### config.mk
export PLATFORM = sky130hd
export DESIGN_NAME = tx_fir_shaper
export DESIGN_NICKNAME = d
export VERILOG_FILES = /design/src/rtl/tx_fir_shaper.sv
export SDC_FILE = /design/constraint.sdc
export NUM_CORES = 2
export LEC_CHECK = 0
export CAP_MARGIN = 20
export CORE_UTILIZATION = 43
export DETAILED_ROUTE_END_ITERATION = 8
export PLACE_DENSITY = 0.63
export SYNTH_ARGS = -nofsm -noshare
export SYNTH_HDL_FRONTEND = slang
export SYNTH_SLANG_ARGS = --single-unit
### constraint.sdc
create_clock -name clk -period 12.5 [get_ports clk]
set_input_delay 2.5 -clock clk [delete_from_list [all_inputs] [get_ports clk]]
set_output_delay 2.5 -clock clk [all_outputs]
set_load 0.02 [all_outputs]
### src/rtl/tx_fir_shaper.sv
// tx_fir_shaper: transmit pulse-shaping / pre-emphasis FIR with a PRBS-7 training source.
// Each sample is accumulated over NUM_TAPS cycles by a single time-multiplexed MAC.
// The result is rounded half-up, saturated, and held until downstream takes it.
//
// Ports:
//   clk, rst_n             clock (rising edge), asynchronous active-low reset
//   in_valid/in_ready      input handshake; in_ready is combinational (IDLE && !train_en)
//   in_data                signed input symbol
//   train_en               1 = PRBS-7 +/-TRAIN_AMP source replaces in_data
//   coef_we/addr/wdata     coefficient bank write port
//   coef_err               one-cycle pulse when a write is dropped
//   out_valid/out_ready    output handshake
//   out_data               signed shaped sample, held stable while out_valid
module tx_fir_shaper #(
    parameter int unsigned DATA_WIDTH = 16,
    parameter int unsigned COEF_WIDTH = 16,
    parameter int unsigned NUM_TAPS   = 32,
    parameter int unsigned ACC_WIDTH  = 40,
    parameter int unsigned TRAIN_AMP  = 8192
) (
    input  logic                          clk,
    input  logic                          rst_n,
    input  logic                          in_valid,
    output logic                          in_ready,
    input  logic signed [DATA_WIDTH-1:0]  in_data,
    input  logic                          train_en,
    input  logic                          coef_we,
    input  logic [$clog2(NUM_TAPS)-1:0]   coef_addr,
    input  logic signed [COEF_WIDTH-1:0]  coef_wdata,
    output logic                          coef_err,
    output logic                          out_valid,
    input  logic                          out_ready,
    output logic signed [DATA_WIDTH-1:0]  out_data
);

    localparam int unsigned ADDR_W = $clog2(NUM_TAPS);
    localparam int unsigned PROD_W = DATA_WIDTH + COEF_WIDTH;
    localparam int unsigned FRAC_W = COEF_WIDTH - 2;
    localparam int unsigned LFSR_W = 7;

    localparam logic signed [COEF_WIDTH-1:0] COEF_ONE  = COEF_WIDTH'(1 << FRAC_W);
    localparam logic signed [ACC_WIDTH-1:0]  ROUND_C   = ACC_WIDTH'(1 << (FRAC_W - 1));
    localparam logic signed [ACC_WIDTH-1:0]  SAT_MAX   = ACC_WIDTH'((1 << (DATA_WIDTH - 1)) - 1);
    localparam logic signed [ACC_WIDTH-1:0]  SAT_MIN   = ~SAT_MAX;
    localparam logic signed [DATA_WIDTH-1:0] AMP_POS   = DATA_WIDTH'(TRAIN_AMP);
    localparam logic signed [DATA_WIDTH-1:0] AMP_NEG   = -AMP_POS;
    localparam logic [ADDR_W-1:0]            K_LAST    = ADDR_W'(NUM_TAPS - 1);
    localparam logic [LFSR_W-1:0]            LFSR_SEED = 7'h7F;

    typedef enum logic [1:0] {
        IDLE = 2'd0,
        MAC  = 2'd1,
        HOLD = 2'd2
    } state_t;

    state_t                         state;
    state_t                         state_next;
    logic signed [DATA_WIDTH-1:0]   dl   [NUM_TAPS];
    logic signed [COEF_WIDTH-1:0]   coef [NUM_TAPS];
    logic signed [ACC_WIDTH-1:0]    acc;
    logic [ADDR_W-1:0]              k;
    logic [LFSR_W-1:0]              lfsr;

    // Control decoded by the next-state process
    logic                           shift_en;
    logic                           sel_train;
    logic                           load_out;
    logic                           out_valid_next;
    logic                           coef_wr;
    logic                           coef_err_next;
    logic                           addr_ok;

    // Datapath combinational terms
    logic signed [DATA_WIDTH-1:0]   sample_c;
    logic signed [PROD_W-1:0]       prod_c;
    logic signed [ACC_WIDTH-1:0]    acc_sum_c;
    logic signed [ACC_WIDTH-1:0]    rnd_c;
    logic signed [ACC_WIDTH-1:0]    shr_c;
    logic signed [DATA_WIDTH-1:0]   sat_c;

    assign in_ready = (state == IDLE) && !train_en;

    // Address range check only exists when the address bus can exceed the tap count
    generate
        if ((1 << ADDR_W) > NUM_TAPS) begin : g_addr_chk
            assign addr_ok = (coef_addr < ADDR_W'(NUM_TAPS));
        end else begin : g_addr_full
            assign addr_ok = 1'b1;
        end
    endgenerate

    // State register
    always_ff @(posedge clk or negedge rst_n) begin
        if (!rst_n) begin
            state <= IDLE;
        end else begin
            state <= state_next;
        end
    end

    // Next-state and control decode
    always_comb begin
        state_next     = state;
        shift_en       = 1'b0;
        sel_train      = 1'b0;
        load_out       = 1'b0;
        out_valid_next = out_valid;
        coef_wr        = 1'b0;
        coef_err_next  = 1'b0;

        unique case (state)
            IDLE: begin
                // Training does not wait for upstream; it free-runs one symbol per slot
                if (train_en) begin
                    shift_en   = 1'b1;
                    sel_train  = 1'b1;
                    state_next = MAC;
                end else if (in_valid) begin
                    shift_en   = 1'b1;
                    state_next = MAC;
                end
            end
            MAC: begin
                if (k == K_LAST) begin
                    load_out       = 1'b1;
                    out_valid_next = 1'b1;
                    state_next     = HOLD;
                end
            end
            HOLD: begin
                if (out_ready) begin
                    out_valid_next = 1'b0;
                    state_next     = IDLE;
                end
            end
            default: begin
                state_next     = IDLE;
                out_valid_next = 1'b0;
            end
        endcase

        // The MAC reads the bank every cycle, so writes are refused while it runs
        if (coef_we) begin
            if ((state == MAC) || !addr_ok) begin
                coef_err_next = 1'b1;
            end else begin
                coef_wr = 1'b1;
            end
        end
    end

    // Symbol source and MAC arithmetic
    always_comb begin
        sample_c  = sel_train ? (lfsr[LFSR_W-1] ? AMP_POS : AMP_NEG) : in_data;
        prod_c    = PROD_W'(dl[k]) * PROD_W'(coef[k]);
        acc_sum_c = acc + ACC_WIDTH'(prod_c);
        rnd_c     = acc_sum_c + ROUND_C;
        shr_c     = rnd_c >>> FRAC_W;
        if (shr_c > SAT_MAX) begin
            sat_c = DATA_WIDTH'(SAT_MAX);
        end else if (shr_c < SAT_MIN) begin
            sat_c = DATA_WIDTH'(SAT_MIN);
        end else begin
            sat_c = DATA_WIDTH'(shr_c);
        end
    end

    // Delay line, accumulator and tap counter
    always_ff @(posedge clk or negedge rst_n) begin
        if (!rst_n) begin
            for (int i = 0; i < NUM_TAPS; i++) begin
                dl[i] <= '0;
            end
            acc <= '0;
            k   <= '0;
        end else if (shift_en) begin
            dl[0] <= sample_c;
            for (int i = 1; i < NUM_TAPS; i++) begin
                dl[i] <= dl[i-1];
            end
            acc <= '0;
            k   <= '0;
        end else if (state == MAC) begin
            acc <= acc_sum_c;
            k   <= k + ADDR_W'(1);
        end
    end

    // PRBS-7 generator, advances only when a training symbol is consumed
    always_ff @(posedge clk or negedge rst_n) begin
        if (!rst_n) begin
            lfsr <= LFSR_SEED;
        end else if (shift_en && sel_train) begin
            lfsr <= {lfsr[LFSR_W-2:0], lfsr[LFSR_W-1] ^ lfsr[LFSR_W-2]};
        end
    end

    // Coefficient bank; tap 0 resets to unity so the filter is a pass-through
    always_ff @(posedge clk or negedge rst_n) begin
        if (!rst_n) begin
            for (int i = 0; i < NUM_TAPS; i++) begin
                coef[i] <= (i == 0) ? COEF_ONE : '0;
            end
        end else if (coef_wr) begin
            coef[coef_addr] <= coef_wdata;
        end
    end

    // Output registers
    always_ff @(posedge clk or negedge rst_n) begin
        if (!rst_n) begin
            out_valid <= 1'b0;
            out_data  <= '0;
            coef_err  <= 1'b0;
        end else begin
            out_valid <= out_valid_next;
            coef_err  <= coef_err_next;
            if (load_out) begin
                out_data <= sat_c;
            end
        end
    end

endmodule

After elaboration in Yosys (flattened, before gate mapping)
Index checks and enable logic that the tools add are counted.
{"block": "totals", "regBits": 1096, "inputBits": 43, "wordCells": 134}
{"block": "classes", "add_sub_neg": 3, "n_mul": 1, "order_cmp": 5, "n_eq_ne": 6, "muxes": 36, "bitwise_logic": 4, "reduce_logical": 8}
{"op": "512-bit bitwise mux", "count": 1}
{"op": "16-bit binary-select mux with 5-bit select", "count": 2}
{"op": "16-bit 2-to-1 mux", "count": 9}
{"op": "16-bit demux with 5-bit select", "count": 1}
{"op": "40-bit 2-to-1 mux", "count": 2}
{"op": "40-bit by 15-bit adder with 40-bit output (second input constant)", "count": 1}
{"op": "40-bit by 32-bit adder with 40-bit output", "count": 1}
{"op": "16-bit by 16-bit multiplier with 32-bit output", "count": 1}
{"op": "26-bit by 16-bit > comparator with 1-bit output (second input constant)", "count": 1}
{"op": "26-bit by 16-bit less-than comparator with 1-bit output (second input constant)", "count": 1}
{"op": "1-bit 2-to-1 mux", "count": 13}
{"op": "6-bit >= comparator (second input constant)", "count": 2}
{"op": "5-bit inverter with 6-bit output", "count": 2}
{"op": "5-bit 2-to-1 mux", "count": 2}
{"op": "2-bit 2-to-1 mux", "count": 4}
{"op": "6-bit by 1-bit less-than comparator with 1-bit output (second input constant)", "count": 1}
{"op": "2-bit one-hot mux with 3 select lines", "count": 1}
{"op": "3-bit AND reduction", "count": 2}
{"op": "5-bit by 1-bit adder with 5-bit output (second input constant)", "count": 1}
{"op": "5-bit == test (second input constant)", "count": 1}
{"op": "2-bit != test (second input constant)", "count": 2}
{"op": "1-bit logical AND", "count": 3}
{"op": "3-bit != test (second input constant)", "count": 1}
{"op": "1-bit one-hot mux with 3 select lines", "count": 1}
{"op": "7 further kinds", "count": 7}

Depth between registers and ports, before layout
{"block": "depth", "ltp_word": 10, "mapped_depth": 37}

Worst setup path before layout
OpenSTA, ideal clock, no wires.
{"block": "synth_path", "kind": "register to register", "startpoint": "register k[0]", "endpoint": "register out_data[4]", "arrival_ns": 10.589, "path_slack_ns": 1.810, "path_stages_with_launch": 34, "path_buffers": 6, "path_cell_list": "dfrtp_1 clkbuf_1 clkbuf_1 clkbuf_1 buf_1 mux4_2 mux4_2 mux2i_1 clkbuf_1 nor2_1 fa_1 inv_1 fa_1 fa_1 fa_1 inv_1 fa_1 inv_1 fa_1 inv_1 ha_1 nand2_2 a2111oi_4 o31ai_4 nor4bb_1 or3_4 or3b_4 or3_4 or3_1 or3_1 a221oi_2 a41oi_2 buf_6 o32ai_1"}
{"block": "synth_between", "elab_chain_cells": 10}
{"item": "from (decl)", "line": "61", "rtl": "logic [ADDR_W-1:0] k;"}
{"item": "from (signal assigned)", "line": "185", "rtl": "k <= k + ADDR_W'(1);"}
{"item": "5-bit inverter with 6-bit output (implied by the code)", "line": "155", "rtl": "prod_c = PROD_W'(dl[k]) * PROD_W'(coef[k]);"}
{"item": "16-bit binary-select mux with 5-bit select", "line": "155"}
{"item": "16-bit 2-to-1 mux (implied by the code) (2 in series)", "line": "155"}
{"item": "16-bit by 16-bit multiplier with 32-bit output", "line": "155"}
{"item": "40-bit by 32-bit adder with 40-bit output", "line": "156", "rtl": "acc_sum_c = acc + ACC_WIDTH'(prod_c);"}
{"item": "40-bit by 15-bit adder with 40-bit output", "line": "157", "rtl": "rnd_c = acc_sum_c + ROUND_C;"}
{"item": "26-bit by 16-bit less-than comparator with 1-bit output", "line": "161", "rtl": "end else if (shr_c < SAT_MIN) begin"}
{"item": "16-bit 2-to-1 mux", "line": "161"}
{"item": "16-bit 2-to-1 mux", "line": "159", "rtl": "if (shr_c > SAT_MAX) begin"}
{"item": "to (signal assigned)", "line": "219", "rtl": "out_data <= sat_c;"}
{"item": "to (decl)", "line": "33", "rtl": "output logic signed [DATA_WIDTH-1:0] out_data"}
Several ways; a longest one is shown, not always the timed one. The select of a mux whose other input is x is not followed.
A chain may end at the register's enable or synchronous reset.

Final worst setup path
{"block": "layout_path", "startpoint": "register k[0]", "endpoint": "register out_data[14]"}
Same word-level chain as after synthesis.

==> key figures <==
Pwr
  – Worst vdd ir: 0.183 mV
  – Cell Pwr Density: 214 nW/um2
  – Lkg Pwr: 34.4 nW

Clock network
  – Clock sinks: 1096
  – H-tree depth: 3
  – CTS Buf Count: 113
  – Root Driver: clkbuf_16
  – CTS tree: built
  – Clock-pin slew on the worst setup and hold paths: 0.06 ns
  – Clock latency at the later pin of the worst-skew pair: 0.76 ns
  – Clock Tree Buf Depth: 3
  – Hold buffers post-CTS: 0
  – Setup bufs post-CTS: 0
  – CTS resizes: 0

Synthesis
  – Synth area leader: dfrtp_1
  – Synth async-reset ratio: 100%
  – Gate Count Post-Synth: 5580
  – Yosys Warn Count: 0
  – EDFF count, synth: 0
  – Register area share after synthesis: 43.9%
  – Synth Flop Type: dfrtp_1
  – Yosys reg bits: 1096
  – Syn Std Cell Area: 62400 um2
  – Syn Nets: 6071
  – Post-Syn Area per Cell: 11.2 um2
  – Top cell type's share of synthesized area: 43.6%
  – Synth area leaders: dfrtp_1, mux4_2, fa_1
  – Count of cell types in the netlist: 91

Drt
  – Routed WL per cell: 19.7 um
  – Initial DRC count: 3317
  – Pre-antenna DRT Iters: 9
  – Total number of vias: 40500
  – Final ANT Viol Nets: 0
  – DRC: 8
  – Post-Route WL: 148 mm
  – Vias per Instance: 5.37

Floorplanning
  – Core Box Area: 144000 um2
  – Core Rows: 139
  – IO Pins: 62
  – Die Area: 147000 um2
  – Starting Density: 43.4%
  – Die Height: 383 um
  – DIE WIDTH: 383 um

STA
  – Min cycle time layout: 11.26 ns
  – Clock Skew: 0.0400 ns
  – Slew @ Worst Pin: 1.16 ns
  – F_max: 0.0888 GHz
  – Max-slew violations: 0
  – # setup viols final: 0
  – Setup TNS: 0 ns
  – Worst slew margin: 22.4%
  – RSZ-0062 raised after global routing: no
  – Fin crit share: 90.1%
  – Fin. Hold Viols: 0

Global routing
  – Pin count of the biggest net entering global routing: 229
  – Global-route wire length before repair: 242 mm
  – All-Layer GR Usage: 20.8%
  – Initial antenna violation count: 3
  – Grt ovf: 0
  – Vias in the first global route: 41900

Worst setup path
  – Worst Path Arrival: 11.82 ns
  – Cell mode on critical path: fa_1
  – CP required: 13.06 ns
  – Startpoint Class: flop
  – CP Class: flop to flop
  – Endpoint type of the worst setup path: flop
  – WP buf/inv: 4
  – Crit-path leading delay family: adder cells
  – Slowest cell on crit path: fa_1
  – Crit path max fanout: 47
  – Max incr delay on CP: 0.71 ns

Outcome
  – Status: finished with violations
  – Failing checks: DRC

Cells and area
  – Filler cell count: 12700
  – Register area: 27500 um2
  – Multi-input gate area: 32300 um2
  – Layout cells sized above 1: 22.3%
  – Utilization after layout: 48.2%
  – Area Growth Syn to Fin: 11.1%
  – # nets final: 6026

Placement
  – Routability Congestion: 0.904
  – IO Port Bufs: 61
  – Detailed placer's ending HPWL: 97.5 mm

Flow run
  – # Max-Cap Violations: 0

Min path
  – Hold Path Class: flop to flop
-- cell families (layout without fill, tap and decap cells) --
group,count (synthesis),count (layout),share of synthesized area [%]
AO/OA/AOI/OAI,255,255,2.84
AND/OR/NAND/NOR,2133,2133,13.7
multiplexers,867,867,21.4
flip-flops,1096,1096,43.9
other,0,1,0
adder cells (fa/ha/maj),448,448,12.9
buffers and inverters,735,786,4.55
XOR/XNOR,46,46,0.645
-- worst paths after layout --
kind / start / cells after the start / slack [ns] / end
max in group asynchronous: rst_n / 3 / 8.36 / dl[323]
min in group asynchronous: rst_n / 1 / 1.79 / coef[178]
min: lfsr[0] / 2 / 0.46 / lfsr[1]
max: k[0] / 27 / 1.24 / out_data[14]
min reg2reg: lfsr[0] / 2 / 0.46 / lfsr[1]
max reg2reg: k[0] / 27 / 1.24 / out_data[14]
-- flip-flops by register name, indices dropped and copies added, names as in the netlist --
register / count
acc: 40
k: 5
lfsr: 7
coef: 512
coef_err: 1
dl: 512
out_data: 16
out_valid: 1
state: 2
-- cells in the final DEF, fill, tap and decap left out, drive strengths merged, types with 14 or more instances in the layout --
cell	Yosys	layout
a211oi	14	14
a21oi	56	56
buf	45	126
clkbuf	299	165
clkdlybuf4s50	0	60
clkinv	0	31
dfrtp	1088	1088
fa	330	330
ha	118	118
inv	388	395
mux2	519	519
mux2i	28	28
mux4	320	320
nand2	1669	1669
nand2b	36	36
nand3	55	55
nand4	15	15
nor2	238	238
nor3	24	24
o21ai	95	95
o32ai	15	15
or2	19	19
xnor2	35	35
-- worst register-to-register path, cell delays in order, from the launching register on --
cell       delay (ns)
dfrtp_4          0.54
buf_12           0.38
mux4_2           0.57
mux4_2           0.50
mux2i_1          0.68
buf_4            0.32
nor2_1           0.09
inv_1            0.11
fa_1             0.46
fa_1             0.71
inv_1            0.22
fa_1             0.49
fa_1             0.46
fa_1             0.44
fa_1             0.49
ha_1             0.39
a21oi_1          0.34
o21ai_0          0.22
a211oi_2         0.40
a211oi_1         0.17
or3_4            0.44
or3b_4           0.43
nor3b_1          0.51
nand3_2          0.26
a2111oi_0        0.39
o21ai_0          0.16
a41oi_2          0.70
o32ai_1          0.21
-- per-layer routing --
metal | global-route usage [%] | wire length (um) | vias up | share of wire (%)
met5 | 0 | 27 | - | 0.018
met4 | 5.27 | 2990 | 4 | 2.0
met3 | 2.66 | 6720 | 197 | 4.5
met2 | 33.0 | 70300 | 912 | 47
met1 | 30.2 | 68100 | 21000 | 46
li1 | - | - | 18400 | -
-- power by group --
part,switching (mW),internal [mW]
clock network,1.49,1.97
registers,0.464,4.10
logic,4.13,2.66
-- metrics by stage --
step / hold WS (ns) / instances / worst slack [ns] / total power [mW] / instance area (um2)
6_report: 0.458 / 7535 / 1.24 / 14.8 / 69400
5_1_grt: 0.463 / 7534 / 0.618 / 15.9 / 69400
4_1_cts: 0.456 / 7518 / 1.28 / 14.9 / 69000
3_5_place_dp: 0.447 / 7307 / 1.30 / 11.4 / 65200
3_3_place_gp: 0.444 / 7306 / 1.38 / 11.3 / 65200
2_1_floorplan: 0.435 / 5580 / 1.81 / 9.52 / 62400
-- cell usage after synthesis (14+ instances only) --
cell / n
a21oi_1: 55
buf_1: 37
clkbuf_1: 298
dfrtp_1: 1088
fa_1: 330
ha_1: 118
inv_1: 388
mux2_2: 519
mux2i_1: 28
mux4_2: 320
nand2_1: 1668
nand2b_1: 36
nand3_1: 54
nand4_1: 14
nor2_1: 238
nor3_1: 23
o21ai_0: 90
or2_2: 18
xnor2_1: 35
-- layout make-up --
class                      count  share of cell area [%]
antenna                        1                 0.00361
clock buffer                 164                    4.76
clock inverter                47                   0.779
inverter                     388                    2.10
multi-input combinational   3749                    46.5
sequential                  1096                    39.6
tap                         1903                    3.43
timing repair buffer         187                    2.83
No activity file was read; power rests on OpenSTA's default activity.
